<file path="src/rtl/codificador_bcd7seg.sv">
// Registered BCD/hex to seven-segment encoder with lamp test, blanking and
// invalid-code flag. One instance per digit; outputs change only on clk rising edge.
module codificador_bcd7seg #(
  parameter bit ACTIVE_LOW = 1'b0,
  parameter bit HEX_MODE   = 1'b1
) (
  input  logic       clk,
  input  logic       rst,
  input  logic       en,
  input  logic [3:0] BCD,
  input  logic       blank,
  input  logic       lamp_test,
  output logic [6:0] DISPLAY,
  output logic       valid,
  output logic       invalid_code
);

  localparam logic [6:0] SEG_OFF  = 7'h00;
  localparam logic [6:0] SEG_ALL  = 7'h7F;
  localparam logic [6:0] SEG_DASH = 7'h01;

  logic [6:0] seg_lut;
  logic       code_hex;

  // Logical pattern, 1 = lit, bit6..bit0 = a..g
  always_comb begin
    seg_lut = SEG_OFF;
    case (BCD)
      4'd0:  seg_lut = 7'h7E;
      4'd1:  seg_lut = 7'h30;
      4'd2:  seg_lut = 7'h6D;
      4'd3:  seg_lut = 7'h79;
      4'd4:  seg_lut = 7'h33;
      4'd5:  seg_lut = 7'h5B;
      4'd6:  seg_lut = 7'h5F;
      4'd7:  seg_lut = 7'h70;
      4'd8:  seg_lut = 7'h7F;
      4'd9:  seg_lut = 7'h7B;
      4'd10: seg_lut = HEX_MODE ? 7'h77 : SEG_DASH;
      4'd11: seg_lut = HEX_MODE ? 7'h1F : SEG_DASH;
      4'd12: seg_lut = HEX_MODE ? 7'h4E : SEG_DASH;
      4'd13: seg_lut = HEX_MODE ? 7'h3D : SEG_DASH;
      4'd14: seg_lut = HEX_MODE ? 7'h4F : SEG_DASH;
      4'd15: seg_lut = HEX_MODE ? 7'h47 : SEG_DASH;
      default: seg_lut = SEG_OFF;
    endcase
  end

  assign code_hex = (BCD >= 4'd10);

  // Polarity is folded into the register so DISPLAY is a pure flop output
  always_ff @(posedge clk) begin
    if (rst) begin
      DISPLAY      <= SEG_OFF ^ {7{ACTIVE_LOW}};
      valid        <= 1'b0;
      invalid_code <= 1'b0;
    end else if (lamp_test) begin
      DISPLAY      <= SEG_ALL ^ {7{ACTIVE_LOW}};
      valid        <= 1'b1;
      invalid_code <= 1'b0;
    end else if (en) begin
      valid <= 1'b1;
      if (blank) begin
        DISPLAY      <= SEG_OFF ^ {7{ACTIVE_LOW}};
        invalid_code <= 1'b0;
      end else begin
        DISPLAY      <= seg_lut ^ {7{ACTIVE_LOW}};
        invalid_code <= code_hex;
      end
    end
  end

endmodule

</file>
<file path="config.mk">
export PLATFORM = sky130hd
export DESIGN_NAME = codificador_bcd7seg
export DESIGN_NICKNAME = d
export VERILOG_FILES = /design/src/rtl/codificador_bcd7seg.sv
export SDC_FILE = /design/constraint.sdc
export NUM_CORES = 1
export LEC_CHECK = 0
export CAP_MARGIN = 10
export CORE_MARGIN = 2
export CORE_UTILIZATION = 30
export CTS_CLUSTER_SIZE = 14
export DETAILED_ROUTE_END_ITERATION = 10
export PLACE_DENSITY = 0.62
export SLEW_MARGIN = 20
export SYNTH_ARGS = -nofsm -noshare
export SYNTH_HDL_FRONTEND = slang
export SYNTH_SLANG_ARGS = --single-unit
</file>
<file path="constraint.sdc">
create_clock -name clk -period 1.8 [get_ports clk]
set_input_delay 0.36 -clock clk [delete_from_list [all_inputs] [get_ports clk]]
set_output_delay 0.36 -clock clk [all_outputs]
set_load 0.1 [all_outputs]
</file>
Word-level counts from Yosys, hierarchy flattened

Memory sizes are Yosys's and may differ from the RTL's.
Index checks and enable logic that the tools add are counted.

Register bits after elaboration: 9
Memory bits (read-only): 112
Input bits: 9
Output and inout port bits: 9
Logic and storage cells: 13
Memories: 1

Memories:

| name            | depth | bits a word | rd ports | clocked after Yosys merged registers in | write ports | RTL line | RTL |
|---|---|---|---|---|---|---|---|
| (no name shown) | 16    | 7           | 1        | 0                                       | 0           | 28       | `case (BCD)` |

Order comparisons: 1
Mux-type cells: 6
Reduce and logical (&&, ||, !) cells: 2

Operator list:

| cell               | count |
|---|---|
| $mux 7             | 3 |
| $ge 4x4->1 const B | 1 |
| $mux 1             | 3 |
| $reduce_bool 2->1  | 1 |
| $reduce_or 2->1    | 1 |

Logic depth before layout (Yosys ltp)

An unclocked memory read counts as a cell.

Depth in word-level cells: 4
Mapped depth: 6
Mapped depth without buffers: 6

Worst setup path before layout

Ideal clock, no wire load.

Path type: input to register
Start point: input BCD[0]
End point: register DISPLAY[3]
Library setup time: 58 ps
Arrival: 1,393 ps
Required time: 1,742 ps
Slack: 350 ps
Cell stages on the path: 6
Path buffers: 0
Path through: inv_1 -> ha_1 -> inv_1 -> mux4_2 -> o21ai_1 -> and2b_1

Cells in the longest elaborated chain, start to end: 4

Ends and longest elaborated chain:

| what                 | RTL line | RTL |
|---|---|---|
| start, declared      | 10       | `input logic [3:0] BCD,` |
| $mem_v2 16x7         | n/a      |  |
| $mux 7               | 63       | `if (blank) begin` |
| $mux 7               | 61       | `end else if (en) begin` |
| $mux 7               | 57       | `end else if (lamp_test) begin` |
| end signal, assigned | 58       | `DISPLAY <= SEG_ALL ^ {7{ACTIVE_LOW}};` |
| end signal, assigned | 64       | `DISPLAY <= SEG_OFF ^ {7{ACTIVE_LOW}};` |
| end signal, assigned | 67       | `DISPLAY <= seg_lut ^ {7{ACTIVE_LOW}};` |
| end, declared        | 13       | `output logic [6:0] DISPLAY,` |

Every way passes these cells. The select of a mux whose other input is x is not followed.
A chain may end at the register's enable or synchronous reset.

Final worst setup path

Same ends and word-level chain as after synthesis.

==> results.yml <==
clocking:
  clock-root-buffer: "clkbuf_4"
  htree_levels: 1
  clkTransAtPathRegs_ns: 0.07
  clkLatencyLatePin_ns: 0.26
  post_cts.repair.setup_buffers: 0
  numCtsBuffers: 3
  cts_tree: "built"
  clock_path_buffers: 2
  cts_sinks: 9
detailed_routing:
  via_count: 590
  drc: 0
  drt_first_iter_violations: 4
  wl_per_cell_um: 11.7
  antenna_left: 0
  routed_wl_mm: 1.39
  dr.pass1.iters: 6
  vias_per_cell: 4.96
yosys:
  synth_common_cells: "a21oi_1 (11), dfxtp_1 (9), ha_1 (6), nor2_1 (5)"
  async_reset_ff_frac: 0
  yosys-top-cells-area: "dfxtp_1 (32%), ha_1 (14%), a21oi_1 (9.9%)"
  synth_cell_type_count: 24
  synth_top_flop_cell: "dfxtp_1"
  yosys.area.top_type_share: 0.324
  post-synth-top-count-cell: "a21oi_1"
  synth-edff-count: 0
  synth_cells: 67
  synthesis.nets: 82
  ys_warn_count: 0
  seq_area_frac_synth: 0.324
  synth-seq-cells: 9
  netlist_area_um2: 556
  syn_avg_cell_area_um2: 8.29
  yosysTopAreaCell: "dfxtp_1"
power_and_ir_drop:
  p_clk_frac: 0.245
  powerDensity_nw_per_um2: 703
  peakVddDrop_v: 0.000305
  combPwrFrac: 0.407
  power_leakage_nw: 0.399
  p_sw_frac: 0.378
  seqPwrFrac: 0.348
  p_sw_mw: 0.247
  p_int_mw: 0.407
  p_total_mw: 0.655
placement:
  portBuffers: 17
  place_area_um2: 905
  post-dp-hpwl_mm: 1.08
  place.gp.congestion: 0.812
hold_path:
  hold_path_class: "flip-flop to flip-flop"
  hold_depth: 2
critical_path:
  r2r_end: "DISPLAY[3]$_SDFFE_PP0P_"
  worstSetupEndpoint: "DISPLAY[3]$_SDFFE_PP0P_"
  path_max_fanout: 4
  ff2ff_path_depth: 3
  crit_start: "BCD[0]"
  reg2reg_from: "DISPLAY[3]$_SDFFE_PP0P_"
  cp-start-kind: "primary input"
  r2r_setup_slack_ns: 0.99
  worstPathArrival_ns: 1.93
  required_ns: 2.01
  cp-end-kind: "flip-flop"
  worst-setup-path-type: "primary input to flip-flop"
sta:
  rsz0062_at_grt: "no"
  fin_skew_ns: 0
  tightest_slew_ns: 0.371
  period_needed_ns: 1.72
  finalSetupViolCount: 0
  fmax_mhz: 581
  period_share: 0.956
  hold_viol_final: 0
  maxSlewHeadroom: 0.749
  slew_violations: 0
  finalSetupTns_ns: 0
flow_run:
  max_cap_violations: 0
finish:
  syn_to_final_growth_pct: 67.6
  fin_nets: 110
  fin_util: 0.539
  design_area_um2: 931
  drive_gt1_frac: 0.266
  antenna_cells: 0
  nFillCells: 169
status:
  outcome: "complete, no violations"
floorplan:
  dieArea_um2: 2210
  core-area_um2: 1730
  fp-row-count: 15
  io_pins: 18
  dieHeight_um: 47.0
  initial_core_util: 0.322
  dieWidth_um: 47.0
global_routing:
  grt_max_degree: 10
  antenna_found_initial: 0
  grt_pass1_vias: 548
  grt_pass1_wl_mm: 2.30
  grt_overflow: 0
  grt_usage: 0.157
## layout by cell type, fill, tap and decap left out, types with 3 or more instances in the layout
cell	n
a21oi_1	11
a31oi_1	4
buf_12	9
buf_4	10
clkbuf_4	3
clkdlybuf4s50_1	8
dfxtp_1	9
ha_1	6
inv_1	3
nand2_1	3
nor2_1	5
nor2b_1	3
o21ai_0	3
## worst max-delay path, cell delays in order
cell and delay (ns):
clkdlybuf4s50_1 0.49, inv_2 0.06, ha_1 0.28, inv_1 0.04, mux4_2 0.44, o21ai_1 0.13, and2b_1 0.12
## timing repair
item                                   4_1_cts  5_1_grt
setup endpoints to repair                    0        1
hold buffers                                 0        0
endpoints found under the hold margin        0        0
resized for setup                            0        1
## per-layer routing
metal | share of wire | GRT usage
met5 | 0 | 0
met4 | 0.043 | 0.150
met3 | 0.044 | 0.0115
met2 | 0.49 | 0.258
met1 | 0.42 | 0.177
## logic make-up (layout without fill, tap and decap cells)
| family | Yosys count | after routing | synth area share |
|---|---|---|---|
| compound gates | 26 | 26 | 0.282 |
| fa+ha+maj | 6 | 6 | 0.135 |
| buf+inv | 9 | 36 | 0.0653 |
| flops | 9 | 9 | 0.324 |
| mux | 2 | 2 | 0.0586 |
| simple gates | 15 | 15 | 0.135 |
## stage by stage
stage	hold WS (ns)	worst slack [ns]	std cells
floorplan	0.487	0.350	67
global route	0.551	0.0176	119
global placement	0.496	-0.178	115
finish	0.510	0.0800	119
CTS	0.515	0.0587	119
detailed placement	0.506	-0.220	115
## final cells by class
type,instances,area [um2],area share
tap,25,31.3,0.0336
sequential,9,180,0.194
clock buffer,4,26.3,0.0282
multi-input combinational,49,339,0.364
timing repair buffer,27,335,0.360
inverter,5,18.8,0.0202
## state kept, by name, summed over array words and instances (netlist names)
register	flops
DISPLAY	7
invalid_code	1
valid	1
## worst min-delay path by stage
stage | end | startpoint | slack (ns)
2_1_floorplan | valid$_SDFFE_PP0P_ | en | 0.49
3_3_place_gp | invalid_code$_SDFFE_PP0P_ | invalid_code$_SDFFE_PP0P_ | 0.50
3_5_place_dp | invalid_code$_SDFFE_PP0P_ | invalid_code$_SDFFE_PP0P_ | 0.51
4_1_cts | invalid_code$_SDFFE_PP0P_ | invalid_code$_SDFFE_PP0P_ | 0.52
5_1_grt | invalid_code$_SDFFE_PP0P_ | invalid_code$_SDFFE_PP0P_ | 0.55
6_report | invalid_code$_SDFFE_PP0P_ | invalid_code$_SDFFE_PP0P_ | 0.51
## power by group through the flow
stage	combinational (mW)	sequential [mW]	clock, mW
floorplan	0.0574	0.326	0
global placement	0.264	0.232	0
detailed placement	0.267	0.233	0
CTS	0.267	0.228	0.168
global route	0.282	0.229	0.178
finish	0.267	0.228	0.160
(Power assumes the default switching activity.)
